## config.mk

```make
export PLATFORM = sky130hd
export DESIGN_NAME = alu_share_ctrl
export DESIGN_NICKNAME = d
export VERILOG_FILES = /design/src/rtl/alu_share_ctrl.sv
export SDC_FILE = /design/constraint.sdc
export NUM_CORES = 1
export LEC_CHECK = 0
export BUFFER_PORTS_ARGS = -buffer_cell sky130_fd_sc_hd__buf_2
export CAP_MARGIN = 20
export CORE_MARGIN = 10
export CORE_UTILIZATION = 30
export DETAILED_ROUTE_END_ITERATION = 16
export PLACE_DENSITY = 0.66
export SETUP_SLACK_MARGIN = 0.2
export SYNTH_ARGS = -nofsm -noshare
export SYNTH_HDL_FRONTEND = slang
export SYNTH_SLANG_ARGS = --single-unit
export TNS_END_PERCENT = 5
```

## constraint.sdc

```tcl
create_clock -name clock -period 9 [get_ports clock]
set_input_delay 0.45 -clock clock [delete_from_list [all_inputs] [get_ports clock]]
set_output_delay 0.45 -clock clock [all_outputs]
set_load 0.005 [all_outputs]
```

## src/rtl/alu_share_ctrl.sv

```systemverilog
// Arbitrates two requesters onto one shared ALU: round-robin grant, operand latch, optional multi-cycle hold.
// Latency 1 cycle (short op) or 1+MULDIV_WAIT (long op) from accept to done; readies low while busy.
module alu_share_ctrl #(
  parameter int MULDIV_WAIT = 3
) (
  input  logic        clock,
  input  logic        reset,
  input  logic        r0_valid,
  output logic        r0_ready,
  input  logic [5:0]  r0_operation,
  input  logic [1:0]  r0_ALUOp,
  input  logic [31:0] r0_data1,
  input  logic [31:0] r0_data2,
  output logic        r0_done,
  input  logic        r1_valid,
  output logic        r1_ready,
  input  logic [5:0]  r1_operation,
  input  logic [1:0]  r1_ALUOp,
  input  logic [31:0] r1_data1,
  input  logic [31:0] r1_data2,
  output logic        r1_done,
  output logic [31:0] alu_data1,
  output logic [31:0] alu_data2,
  output logic [5:0]  alu_operation,
  output logic [1:0]  alu_ALUOp,
  input  logic [31:0] alu_result,
  input  logic        alu_zero,
  output logic [31:0] result,
  output logic        result_zero,
  output logic        busy
);

  localparam logic [3:0] HOLD_CYCLES = 4'(MULDIV_WAIT);

  typedef enum logic [1:0] {IDLE, EXEC, DONE} state_t;

  state_t      state_q, state_d;
  logic        last_grant_q, last_grant_d;
  logic        id_q, id_d;
  logic [3:0]  cnt_q, cnt_d;
  logic [5:0]  op_q, op_d;
  logic [1:0]  aluop_q, aluop_d;
  logic [31:0] d1_q, d1_d;
  logic [31:0] d2_q, d2_d;
  logic [31:0] result_q, result_d;
  logic        zero_q, zero_d;
  logic        r0_done_q, r0_done_d;
  logic        r1_done_q, r1_done_d;

  logic        grant_vld;
  logic        grant_id;
  logic [5:0]  sel_op;
  logic [1:0]  sel_aluop;
  logic [31:0] sel_d1;
  logic [31:0] sel_d2;
  logic        sel_long;

  // With both valid, the requester not served last wins; otherwise whichever is valid.
  always_comb begin
    grant_vld = r0_valid | r1_valid;
    grant_id  = (r0_valid & r1_valid) ? ~last_grant_q : r1_valid;
    sel_op    = grant_id ? r1_operation : r0_operation;
    sel_aluop = grant_id ? r1_ALUOp     : r0_ALUOp;
    sel_d1    = grant_id ? r1_data1     : r0_data1;
    sel_d2    = grant_id ? r1_data2     : r0_data2;
    sel_long  = (sel_aluop != 2'b01) && (sel_aluop != 2'b11) &&
                ((sel_op == 6'b001001) || (sel_op == 6'b001010) || (sel_op == 6'b001011));
  end

  always_comb begin
    state_d       = state_q;
    last_grant_d  = last_grant_q;
    id_d          = id_q;
    cnt_d         = cnt_q;
    op_d          = op_q;
    aluop_d       = aluop_q;
    d1_d          = d1_q;
    d2_d          = d2_q;
    result_d      = result_q;
    zero_d        = zero_q;
    r0_done_d     = 1'b0;
    r1_done_d     = 1'b0;
    r0_ready      = 1'b0;
    r1_ready      = 1'b0;
    alu_data1     = 32'd0;
    alu_data2     = 32'd0;
    alu_operation = 6'd0;
    alu_ALUOp     = 2'd0;

    case (state_q)
      IDLE: begin
        r0_ready = grant_vld & ~grant_id;
        r1_ready = grant_vld &  grant_id;
        if (grant_vld) begin
          op_d         = sel_op;
          aluop_d      = sel_aluop;
          d1_d         = sel_d1;
          d2_d         = sel_d2;
          id_d         = grant_id;
          last_grant_d = grant_id;
          cnt_d        = sel_long ? HOLD_CYCLES : 4'd0;
          state_d      = EXEC;
        end
      end
      EXEC: begin
        alu_data1     = d1_q;
        alu_data2     = d2_q;
        alu_operation = op_q;
        alu_ALUOp     = aluop_q;
        if (cnt_q != 4'd0) begin
          cnt_d = cnt_q - 4'd1;
        end else begin
          result_d  = alu_result;
          zero_d    = alu_zero;
          r0_done_d = ~id_q;
          r1_done_d = id_q;
          state_d   = DONE;
        end
      end
      DONE: begin
        state_d = IDLE;
      end
      default: begin
        state_d = IDLE;
      end
    endcase
  end

  always_ff @(posedge clock or posedge reset) begin
    if (reset) begin
      state_q      <= IDLE;
      last_grant_q <= 1'b1;
      id_q         <= 1'b0;
      cnt_q        <= 4'd0;
      op_q         <= 6'd0;
      aluop_q      <= 2'd0;
      d1_q         <= 32'd0;
      d2_q         <= 32'd0;
      result_q     <= 32'd0;
      zero_q       <= 1'b0;
      r0_done_q    <= 1'b0;
      r1_done_q    <= 1'b0;
    end else begin
      state_q      <= state_d;
      last_grant_q <= last_grant_d;
      id_q         <= id_d;
      cnt_q        <= cnt_d;
      op_q         <= op_d;
      aluop_q      <= aluop_d;
      d1_q         <= d1_d;
      d2_q         <= d2_d;
      result_q     <= result_d;
      zero_q       <= zero_d;
      r0_done_q    <= r0_done_d;
      r1_done_q    <= r1_done_d;
    end
  end

  assign r0_done     = r0_done_q;
  assign r1_done     = r1_done_q;
  assign result      = result_q;
  assign result_zero = zero_q;
  assign busy        = (state_q != IDLE);

endmodule
```

==> metrics.md <==
| Metric | Value |
|---|---|
| Run status | finished clean |
| Final HPWL DP | 13000 um |
| Clock Path Buffers | 2 |
| Number of fill cells | roughly 1.8k |
| DR iter-0 viols | 140 |
| VDD IR max | 0.000158 V |
| Period minus WS final | approximately 2800 ps |
| Sw frac | between 30% and 40% |
| Synth Cell Area | 0.00544 mm^2 |
| RSZ-0062 raised after global routing | false |
| Placer Congestion | about 0.75 |
| Rel. slew slack | between 40% and 50% |
| Worst Skew | 5.84 ps |
| Root Buffer | clkbuf_16 |
| Leak Pwr | 4.20 nW |
| Max Slew Vio Count | 0 |
| Clk_lat worst skew | ~400 ps |
| Most common cell after layout, fill and taps aside | buf_2 |
| Post-synthesis cell type count | 32 |
| Dpl ws | 6370 ps |
| Commonest non-fill, non-tap cells in the layout | 290 x buf_2, 114 x dfrtp_1, 72 x and2_1, 44 x mux2i_1, 44 x nand2_1 |
| First-pass GRT wire length | 27400 um |
| CTS tree | built |
| Vias in the first global route | 5189 |
| Yosys warnings | 0 |
| Area growth from synthesis to layout | 43.4% |
| Power Total | between 2 and 3 mW |
| Via/cell ratio | 4.57 |
| DP Cell Count | 975 |
| Remaining DRCs | 0 |
| Port Buffers | 290 |
| Cell Int Power | 1.94 mW |
| CP Capture Type | output port |
| Initial antenna violation count | 0 |
| Setup TNS | 0 ps |
| Fmax | 0.358 GHz |
| Final nets | between 900 and 1k |
| P per Cell Area | around 370 mW/mm^2 |
| Post-Synthesis Net Count | 669 |
| # Post-CTS Setup Buffers | 0 |
| Mean Syn Cell Area | roughly 11 um^2 |
| Worst-margin pin slew | 752 ps |
| Via count | roughly 4.6k |
| Grt total ovfl | 0 |
| Post-synthesis sequential area ratio | 52.9% |
| Final Hold Vio Count | 0 |
| GRT Resource Usage Total | 14.2% |
| Drt pass-1 iters | 4 |
| Clk network pwr share | 27.5% |
| Post-route ant nets | 0 |
| CP startpoint kind | flip-flop |
| Worst path required time | 8550 ps |
| Num rows | 49 |
| Post-route setup slack | 6210 ps |
| Die width | approximately 150 um |
| Core area | 0.0179 mm^2 |
| Die H | about 150 um |
| Fraction of layout cells with a size suffix above 1 | 47.5% |
| Synthesized flop and latch total | 115 |
| # clock sinks | between 100 and 150 |
| H-Tree Depth | 4 |
| Die area | 0.0239 mm^2 |
| Clock-pin slew on the worst setup and hold paths | 60 ps |
| R2R depth | 6 |
| Arr. time, crit path | between 2000 and 2500 ps |
| Flop pwr share | 31.3% |
| Final worst-path cycle share | 31.0% |
| CP max FO | 46 |
| Combinational power share | 41.2% |
| CP Class | reg -> out |
| Post-Layout Cell Count | 1008 |
| Initial core utilization | 30.4% |
| I/O pins | 291 |
| Final Routed Wirelength | 17400 um |
| Post-CTS resize count | 0 |
| Inserted Diodes | 0 |
| Sw Pwr | between 0.9 and 1 mW |
| Worst R2R Start | last_grant_q |
| Max cap viols | 0 |
| Final Util | 43.6% |
| Largest net degree at the start of global routing | 117 |
| HP Class | in -> async |
| Post-Synthesis Cells | 486 |
| Setup Viol. Count Final | 0 |
| Total CTS buffers | 17 |
| Critical Path Source | last_grant_q |
| Post-CTS Hold Buffers | 0 |
| Detailed-route wire length per cell | approximately 17 um |
[worst max-delay path, cell delays in order (launching register included)]
cell and delay, ps:
dfstp_2 380, a21boi_4 130, buf_4 590, nor2b_2 260, buf_4 360, buf_2 200
[state kept, by name, indices dropped and copies added (netlist names)]
signal	count
last_grant_q	1
id_q	1
r0_done	1
aluop_q	2
cnt_q	4
result	32
r1_done	1
state_q	2
result_zero	1
d1_q	32
d2_q	32
op_q	6
[metal layers]
metal  vias to the layer above  GRT usage (%)  wire length (um)
met5                         -              0                 0
met4                         0           5.04               362
met3                        24           7.52              1870
met2                       210           22.9              8200
met1                      2129           15.7              7010
li1                       2239              -                 -
[cell usage after synthesis]
cell type  instances  area, um^2
buf_2             16        80.1
nand2_1           44         165
inv_1              5        18.8
ha_1               2        25.0
nor4_1             2        12.5
nor2b_1            2        12.5
nor3_1             1        5.00
and3_1             1        6.26
buf_4              3        22.5
and2_1            72         450
mux2i_1           44         440
dfstp_2            1        26.3
a31oi_1            2        12.5
nor2_1             8        30.0
dfrtp_1          114        2850
o211ai_1           1        7.51
a21boi_0           1        7.51
a22o_1            30         263
o21a_1             1        7.51
o21ai_0           42         210
nor3b_1            3        22.5
o2111ai_1          1        8.76
a21boi_1           1        7.51
nor2_2             1        6.26
or2_1              2        12.5
a21o_1            32         240
a21oi_1            1        5.00
nand2b_1           1        6.26
buf_6              4        45.0
clkbuf_1          14        52.6
mux2_2            33         372
o22ai_1            1        6.26
[path summary, 6_finish.rpt]
check	to	slack (ps)
max	r1_ready	6210
min	result_zero	80
max reg2reg	d1_q[2]	6890
min reg2reg	r0_done	470
max in group asynchronous	last_grant_q	7820
min in group clock	d1_q[9]	240
[stage by stage]
stage	hold slack [ps]	cell area, um^2
floorplan	418	5440
global placement	453	7060
detailed placement	463	7060
CTS	77.9	7750
global route	102	7800
finish	78.9	7800
[cell families (layout without fill, tap and decap cells)]
kind of cell               Yosys count  after routing  share of synthesized area (%)
AOI/OAI and AO/OA                  113            113                           14.3
DFF                                115            115                           52.9
adders and majority gates            2              2                          0.460
and+or+nand+nor                    137            137                           13.4
muxes                               77             77                           14.9
buffers and inverters               42            335                           4.02
[layout make-up]
cell class	count	area [um^2]	share of cell area [%]
inverters	5	21.3	0.273
clock inverters	9	198	2.53
repair buffers	299	1560	20.0
well taps	229	287	3.67
flip-flops and latches	115	2880	36.9
multi-input cells	329	2370	30.3
clock buffers	22	494	6.33
[power groups by stage]
| stage | Sequential [mW] | Combinational (mW) | Clock, mW |
|---|---|---|---|
| 6_report | 0.900 | 1.18 | 0.789 |
| 5_1_grt | 0.934 | 1.34 | 0.838 |
| 4_1_cts | 0.903 | 1.20 | 0.812 |
| 3_5_place_dp | 0.906 | 1.20 | 0 |
| 3_3_place_gp | 0.894 | 1.18 | 0 |
| 2_1_floorplan | 0.886 | 0.757 | 0 |
No activity file was read; power rests on OpenSTA's default activity.
